[src/rtl/bram_capture_ctrl_pkg.sv]
// bram_capture_ctrl_pkg: shared state encoding and default BRAM geometry for the capture controller and the bram instance
package bram_capture_ctrl_pkg;
    typedef enum logic [1:0] {
        IDLE    = 2'd0,
        CAPTURE = 2'd1,
        FULL    = 2'd2
    } state_t;
    localparam int NB_ADDR_DEF = 11;
    localparam int NB_DATA_DEF = 14;
    localparam int DEPTH_DEF   = 2048;
endpackage

[src/rtl/bram_capture_ctrl_if.sv]
// bram_capture_ctrl_if: capture-controller bus; inputs i_start/i_clear/i_valid/i_data/i_read_step, outputs o_write_enable/o_write_addr/o_write_data/o_read_addr/o_full/o_busy/o_fill_count
interface bram_capture_ctrl_if #(
    parameter int NB_ADDR = bram_capture_ctrl_pkg::NB_ADDR_DEF,
    parameter int NB_DATA = bram_capture_ctrl_pkg::NB_DATA_DEF
);
    logic               i_start;
    logic               i_clear;
    logic               i_valid;
    logic [NB_DATA-1:0] i_data;
    logic               i_read_step;
    logic               o_write_enable;
    logic [NB_ADDR-1:0] o_write_addr;
    logic [NB_DATA-1:0] o_write_data;
    logic [NB_ADDR-1:0] o_read_addr;
    logic               o_full;
    logic               o_busy;
    logic [NB_ADDR:0]   o_fill_count;
    modport master (
        output i_start, i_clear, i_valid, i_data, i_read_step,
        input  o_write_enable, o_write_addr, o_write_data, o_read_addr, o_full, o_busy, o_fill_count
    );
    modport slave (
        input  i_start, i_clear, i_valid, i_data, i_read_step,
        output o_write_enable, o_write_addr, o_write_data, o_read_addr, o_full, o_busy, o_fill_count
    );
endinterface

[src/rtl/bram_capture_ctrl_rising_edge_detect.sv]
// rising_edge_detect: one-cycle pulse on a 0->1 transition; ports clock, i_reset, i_signal in, o_pulse out
module rising_edge_detect (
    input  logic clock,
    input  logic i_reset,
    input  logic i_signal,
    output logic o_pulse
);
    logic prev;
    always_ff @(posedge clock)
        prev <= i_reset ? 1'b0 : i_signal;
    assign o_pulse = i_signal & ~prev;
endmodule

[src/rtl/bram_capture_ctrl.sv]
// bram_capture_ctrl: one-shot BRAM capture sequencer (fill on start edge, then playback addressing); ports clock, i_reset, bus (slave)
module bram_capture_ctrl
    import bram_capture_ctrl_pkg::*;
#(
    parameter int NB_ADDR = NB_ADDR_DEF,
    parameter int NB_DATA = NB_DATA_DEF,
    parameter int DEPTH   = DEPTH_DEF
) (
    input logic                 clock,
    input logic                 i_reset,
    bram_capture_ctrl_if.slave  bus
);
    localparam logic [NB_ADDR-1:0] LAST = NB_ADDR'(DEPTH - 1);
    state_t             state, state_n;
    logic [NB_ADDR-1:0] wr_ptr, wr_ptr_n;
    logic [NB_ADDR-1:0] read_addr, read_addr_n;
    logic [NB_ADDR-1:0] write_addr, write_addr_n;
    logic [NB_DATA-1:0] write_data, write_data_n;
    logic               write_enable, write_enable_n;
    logic [NB_ADDR:0]   fill_count, fill_count_n;
    logic               start_pulse;
    rising_edge_detect u_start_edge (
        .clock    (clock),
        .i_reset  (i_reset),
        .i_signal (bus.i_start),
        .o_pulse  (start_pulse)
    );
    always_ff @(posedge clock) begin
        if (i_reset) begin
            state        <= IDLE;
            wr_ptr       <= '0;
            read_addr    <= '0;
            write_addr   <= '0;
            write_data   <= '0;
            write_enable <= 1'b0;
            fill_count   <= '0;
        end else begin
            state        <= state_n;
            wr_ptr       <= wr_ptr_n;
            read_addr    <= read_addr_n;
            write_addr   <= write_addr_n;
            write_data   <= write_data_n;
            write_enable <= write_enable_n;
            fill_count   <= fill_count_n;
        end
    end
    // Samples only count while the switch is held high; dropping it pauses the fill.
    always_comb begin
        state_n        = state;
        wr_ptr_n       = wr_ptr;
        read_addr_n    = read_addr;
        write_addr_n   = write_addr;
        write_data_n   = write_data;
        write_enable_n = 1'b0;
        fill_count_n   = fill_count;
        if (bus.i_clear) begin
            state_n      = IDLE;
            wr_ptr_n     = '0;
            read_addr_n  = '0;
            fill_count_n = '0;
        end else begin
            case (state)
                IDLE: state_n = start_pulse ? CAPTURE : IDLE;
                CAPTURE: begin
                    if (bus.i_valid && bus.i_start) begin
                        write_enable_n = 1'b1;
                        write_addr_n   = wr_ptr;
                        write_data_n   = bus.i_data;
                        wr_ptr_n       = (wr_ptr == LAST) ? '0 : wr_ptr + 1'b1;
                        fill_count_n   = fill_count + 1'b1;
                        state_n        = (wr_ptr == LAST) ? FULL : CAPTURE;
                    end
                end
                FULL: begin
                    if (start_pulse) begin
                        state_n      = CAPTURE;
                        wr_ptr_n     = '0;
                        read_addr_n  = '0;
                        fill_count_n = '0;
                    end else if (bus.i_read_step) begin
                        read_addr_n = (read_addr == LAST) ? '0 : read_addr + 1'b1;
                    end
                end
                default: state_n = IDLE;
            endcase
        end
    end
    assign bus.o_write_enable = write_enable;
    assign bus.o_write_addr   = write_addr;
    assign bus.o_write_data   = write_data;
    assign bus.o_read_addr    = read_addr;
    assign bus.o_fill_count   = fill_count;
    assign bus.o_full         = (state == FULL);
    assign bus.o_busy         = (state == CAPTURE);
endmodule

[src/flat_wrapper.sv]
// flat-port wrapper written by rule: the top's interface ports become plain ports
module bram_capture_ctrl_flat import bram_capture_ctrl_pkg::*;
#(
    parameter int NB_ADDR = NB_ADDR_DEF,
    parameter int NB_DATA = NB_DATA_DEF,
    parameter int DEPTH   = DEPTH_DEF
)
  (clock, i_reset, bus_i_start, bus_i_clear, bus_i_valid, bus_i_data, bus_i_read_step, bus_o_write_enable, bus_o_write_addr, bus_o_write_data, bus_o_read_addr, bus_o_full, bus_o_busy, bus_o_fill_count);
  bram_capture_ctrl_if #(.NB_ADDR(NB_ADDR), .NB_DATA(NB_DATA)) bus_i ();
  input logic clock;
  input logic i_reset;
  input wire logic [$bits(bus_i.i_start)-1:0] bus_i_start;
  input wire logic [$bits(bus_i.i_clear)-1:0] bus_i_clear;
  input wire logic [$bits(bus_i.i_valid)-1:0] bus_i_valid;
  input wire logic [$bits(bus_i.i_data)-1:0] bus_i_data;
  input wire logic [$bits(bus_i.i_read_step)-1:0] bus_i_read_step;
  output wire logic [$bits(bus_i.o_write_enable)-1:0] bus_o_write_enable;
  output wire logic [$bits(bus_i.o_write_addr)-1:0] bus_o_write_addr;
  output wire logic [$bits(bus_i.o_write_data)-1:0] bus_o_write_data;
  output wire logic [$bits(bus_i.o_read_addr)-1:0] bus_o_read_addr;
  output wire logic [$bits(bus_i.o_full)-1:0] bus_o_full;
  output wire logic [$bits(bus_i.o_busy)-1:0] bus_o_busy;
  output wire logic [$bits(bus_i.o_fill_count)-1:0] bus_o_fill_count;
  assign bus_i.i_start = bus_i_start;
  assign bus_i.i_clear = bus_i_clear;
  assign bus_i.i_valid = bus_i_valid;
  assign bus_i.i_data = bus_i_data;
  assign bus_i.i_read_step = bus_i_read_step;
  assign bus_o_write_enable = bus_i.o_write_enable;
  assign bus_o_write_addr = bus_i.o_write_addr;
  assign bus_o_write_data = bus_i.o_write_data;
  assign bus_o_read_addr = bus_i.o_read_addr;
  assign bus_o_full = bus_i.o_full;
  assign bus_o_busy = bus_i.o_busy;
  assign bus_o_fill_count = bus_i.o_fill_count;
  bram_capture_ctrl #(.NB_ADDR(NB_ADDR), .NB_DATA(NB_DATA), .DEPTH(DEPTH)) u_core (.clock(clock), .i_reset(i_reset), .bus(bus_i));
endmodule
[config.mk]
export PLATFORM = sky130hd
export DESIGN_NAME = bram_capture_ctrl_flat
export DESIGN_NICKNAME = d
export VERILOG_FILES = /design/src/rtl/bram_capture_ctrl_pkg.sv /design/src/rtl/bram_capture_ctrl_if.sv /design/src/rtl/bram_capture_ctrl_rising_edge_detect.sv /design/src/rtl/bram_capture_ctrl.sv /design/src/flat_wrapper.sv
export SDC_FILE = /design/constraint.sdc
export NUM_CORES = 1
export LEC_CHECK = 0
export BUFFER_PORTS_ARGS = -buffer_cell sky130_fd_sc_hd__buf_4
export CAP_MARGIN = 0
export CORE_MARGIN = 3
export CORE_UTILIZATION = 40
export DETAILED_ROUTE_END_ITERATION = 6
export PLACE_DENSITY = 0.59
export SLEW_MARGIN = 20
export SYNTH_ARGS = -nofsm -noshare
export SYNTH_HDL_FRONTEND = slang
export SYNTH_SLANG_ARGS = --single-unit
[constraint.sdc]
create_clock -name clock -period 4.1 [get_ports clock]
set_clock_uncertainty 0.1 [all_clocks]
set_input_delay 0.205 -clock clock [delete_from_list [all_inputs] [get_ports clock]]
set_output_delay 0.205 -clock clock [all_outputs]
set_load 0.005 [all_outputs]
==> impl_metrics.py <==
metrics = {
    "grt": {
        "antenna_found_initial": 0,
        "first_global_vias": 2365,
        "grt_pass1_wl_um": 10700,
        "grt_max_degree": 29,
        "overflow": 0,
        "grt_usage_pct": 17.3,
    },
    "clocking": {
        "ctsResizeCount": 0,
        "clk-insertion-delay-late_ns": 0.34,
        "hold_buffers": 3,
        "postCtsSetupBuffers": 0,
        "numCtsBuffers": 9,
        "cts_tree": "built",
        "h-tree-depth": 3,
        "clkTransAtPathRegs_ns": 0.07,
        "cts_sinks": 63,
        "cts_root_buf": "clkbuf_8",
        "cts_buffer_depth": 2,
    },
    "cells_and_area": {
        "finish.net_count": 421,
        "fin_util_pct": 54.2,
        "stdcell_count": 480,
        "syn_to_final_growth_pct": 29.0,
        "num_antenna_cells": 0,
        "layout-drive-gt1-share_pct": 22.6,
    },
    "sta": {
        "rsz0062_at_grt": "no",
        "setup_viol": 0,
        "min_period_ns": 2.18,
        "tns_ns": 0,
        "finalHoldViolations": 0,
        "fin_crit_sh_pct": 53.1,
        "max_freq_mhz": 460,
        "slew_headroom_pct": 44.5,
        "tightest_slew_ns": 0.831,
        "maxSlewViolCount": 0,
    },
    "synthesis": {
        "synth_top_family_by_area": "simple AND/OR/NAND/NOR gates",
        "yosysTopAreaCellShare_pct": 46.2,
        "synth.area.top_cells": "dfxtp_1 46%, nand2_1 8.9%, a21oi_1 7.1%",
        "synth_edf_count": 0,
        "synthAdderAreaFrac_pct": 1.37,
        "synth_cell_types": 40,
        "netlist_instances": 330,
        "synth_ff_type": "dfxtp_1",
        "synthArstFlopShare_pct": 0,
        "synth_top_cell_by_area": "dfxtp_1",
        "synth_warnings": 0,
        "synthSimpleGateAreaFrac_pct": 24.8,
        "ys_ff_latch": 63,
        "synth_mux_area_share_pct": 0,
        "netlist_area_um2": 2730,
        "synth-compound-area-share_pct": 19.3,
        "syn_avg_cell_area_um2": 8.27,
        "synth_xor_area_share_pct": 4.81,
        "synth_nets": 353,
        "yosysSeqAreaShare_pct": 46.2,
    },
    "routing": {
        "viasPerCell": 5.28,
        "post_drt_wl_per_cell_um": 13.5,
        "drt_iter0_drc": 97,
        "drc": 0,
        "wl_um": 6500,
        "postRouteAntennaNets": 0,
        "dr_total_vias": 2534,
        "firstDrtPassIters": 7,
    },
    "die": {
        "coreArea_um2": 6490,
        "die_area_um2": 7850,
        "die_height_um": 88.6,
        "rows": 29,
        "ios": 71,
        "die_x_um": 88.6,
        "initial_core_util_pct": 42.0,
    },
    "worst_setup_path": {
        "required_ns": 4.21,
        "reg2reg_slack_ns": 1.92,
        "cp_data_arrival_time_ns": 2.29,
        "critical_path_class": "reg2reg",
        "path_max_fanout": 14,
        "worstPathCellList": "nor2b_1 -> a21o_1 -> a41o_1 -> nor2_1",
        "r2r_cells": 4,
        "crit_cells": 4,
        "crit_start": "u_core.state[1]$_SDFFE_PP0P_",
        "crit_family": "compound AO/OA/AOI/OAI gates",
        "critPathCaptureType": "flop",
        "timing.rr.end": "u_core.bus.o_read_addr[10]$_SDFFE_PP0P_",
        "crit_path_end": "u_core.bus.o_read_addr[10]$_SDFFE_PP0P_",
        "r2r-start": "u_core.state[1]$_SDFFE_PP0P_",
        "cp_slowest_stage_delay_ns": 0.68,
        "startpoint_type": "flop",
        "cp_num_buf_inv": 0,
        "slowest_stage": "nor2b_1",
    },
    "place": {
        "hpwl_um": 4570,
        "gp_congestion": 0.829,
        "port_buffers": 70,
        "dp.cells": 461,
    },
    "power": {
        "power_leakage_nw": 1.34,
        "power_density_nw_per_um2": 350,
        "ir_drop_uv": 210,
    },
    "job": {
        "drv_cap": 0,
    },
    "min_path": {
        "hold_class": "in2reg",
    },
    "outcome": {
        "status": "completed",
    },
}
==> cell families (layout without fill, tap and decap cells) <==
logic type	Yosys count	count (layout)
XOR/XNOR	15	15
adder cells (fa/ha/maj)	3	3
AND/OR/NAND/NOR	144	144
buffers and inverters	22	95
AO/OA/AOI/OAI	83	83
flip-flops	63	63
==> cell usage after synthesis, drive strengths merged (2+ instances only) <==
master   number
a21oi        39
a31oi         3
a41o          2
and2          5
and3          8
and4          2
buf          11
clkbuf        7
dfxtp        63
ha            3
inv           4
nand2        65
nand2b        2
nand3        10
nand4         3
nand4b        2
nor2         27
nor2b         4
o2111ai       8
o211ai        9
o21a          2
o21ai        12
o31ai         2
or2           2
or3           8
or4           2
xor2         14
==> worst min-delay path: stages <==
cell	delay (ns)
buf_4	0.11
nand2_1	0.04
a21oi_1	0.05
==> report_power, final <==
part / switching (mW) / internal, mW
Combinational: 0.0251 / 0.0201
Clock: 0.230 / 0.341
Sequential: 0.00171 / 0.614
==> through the flow <==
stage	setup slack (ns)	power [mW]	hold slack [ns]	area (µm²)
floorplan	2.33	0.652	0.241	2730
global placement	1.97	0.672	0.343	3290
detailed placement	1.92	0.673	0.347	3290
CTS	1.91	1.25	0.000574	3520
global route	1.71	1.28	0.00622	3520
finish	1.92	1.23	0.00666	3520
==> cell usage in the layout, fill, tap and decap left out, types with 3 or more instances in the layout <==
cell type / count
dlygate4sd3_1: 3
o211ai_1: 9
ha_1: 3
o2111ai_1: 7
and3_1: 8
dfxtp_1: 63
inv_1: 4
o21ai_0: 10
nor2_1: 27
clkbuf_8: 9
or3_1: 8
and2_1: 5
clkbuf_1: 3
nand3_1: 10
nor2b_1: 4
nand2_1: 65
buf_4: 72
a21oi_1: 39
a31oi_1: 3
nand4_1: 3
xor2_1: 14
==> worst min path at each step <==
stage | startpoint | to | cells past startpoint
finish | bus_i_data[1] | u_core.bus.o_write_data[1]$_SDFFE_PP0P_ | 3
global route | bus_i_data[5] | u_core.bus.o_write_data[5]$_SDFFE_PP0P_ | 3
CTS | bus_i_data[4] | u_core.bus.o_write_data[4]$_SDFFE_PP0P_ | 3
detailed placement | u_core.bus.o_write_addr[10]$_SDFFE_PP0P_ | u_core.bus.o_write_addr[10]$_SDFFE_PP0P_ | 2
global placement | u_core.bus.o_write_data[13]$_SDFFE_PP0P_ | u_core.bus.o_write_data[13]$_SDFFE_PP0P_ | 2
floorplan | bus_i_data[0] | u_core.bus.o_write_data[0]$_SDFFE_PP0P_ | 2
==> area by class of cell <==
cell class / instances / area (µm²)
fillers: 639 / 2970
clock buffers: 12 / 135
multi-input cells: 245 / 1370
inverters: 4 / 15.0
repair buffers: 75 / 571
well taps: 77 / 96.3
flip-flops and latches: 63 / 1260
clock inverters: 4 / 70.1
==> sequential cells by signal (all words and copies together), names as in the netlist <==
signal                     cells
u_core.bus.o_read_addr        11
u_core.bus.o_write_data       14
u_core.u_start_edge.prev       1
u_core.bus.o_fill_count       12
u_core.wr_ptr                 11
u_core.state                   2
u_core.bus.o_write_addr       11
u_core.bus.o_write_enable      1
==> per-layer routing <==
metal	up-vias	part of all wire (%)	track usage (%)
li1	1298	-	-
met1	1165	47	22.1
met2	59	45	27.6
met3	12	5.7	4.38
met4	0	1.9	7.83
met5	-	0	0
(Power assumes the default switching activity.)
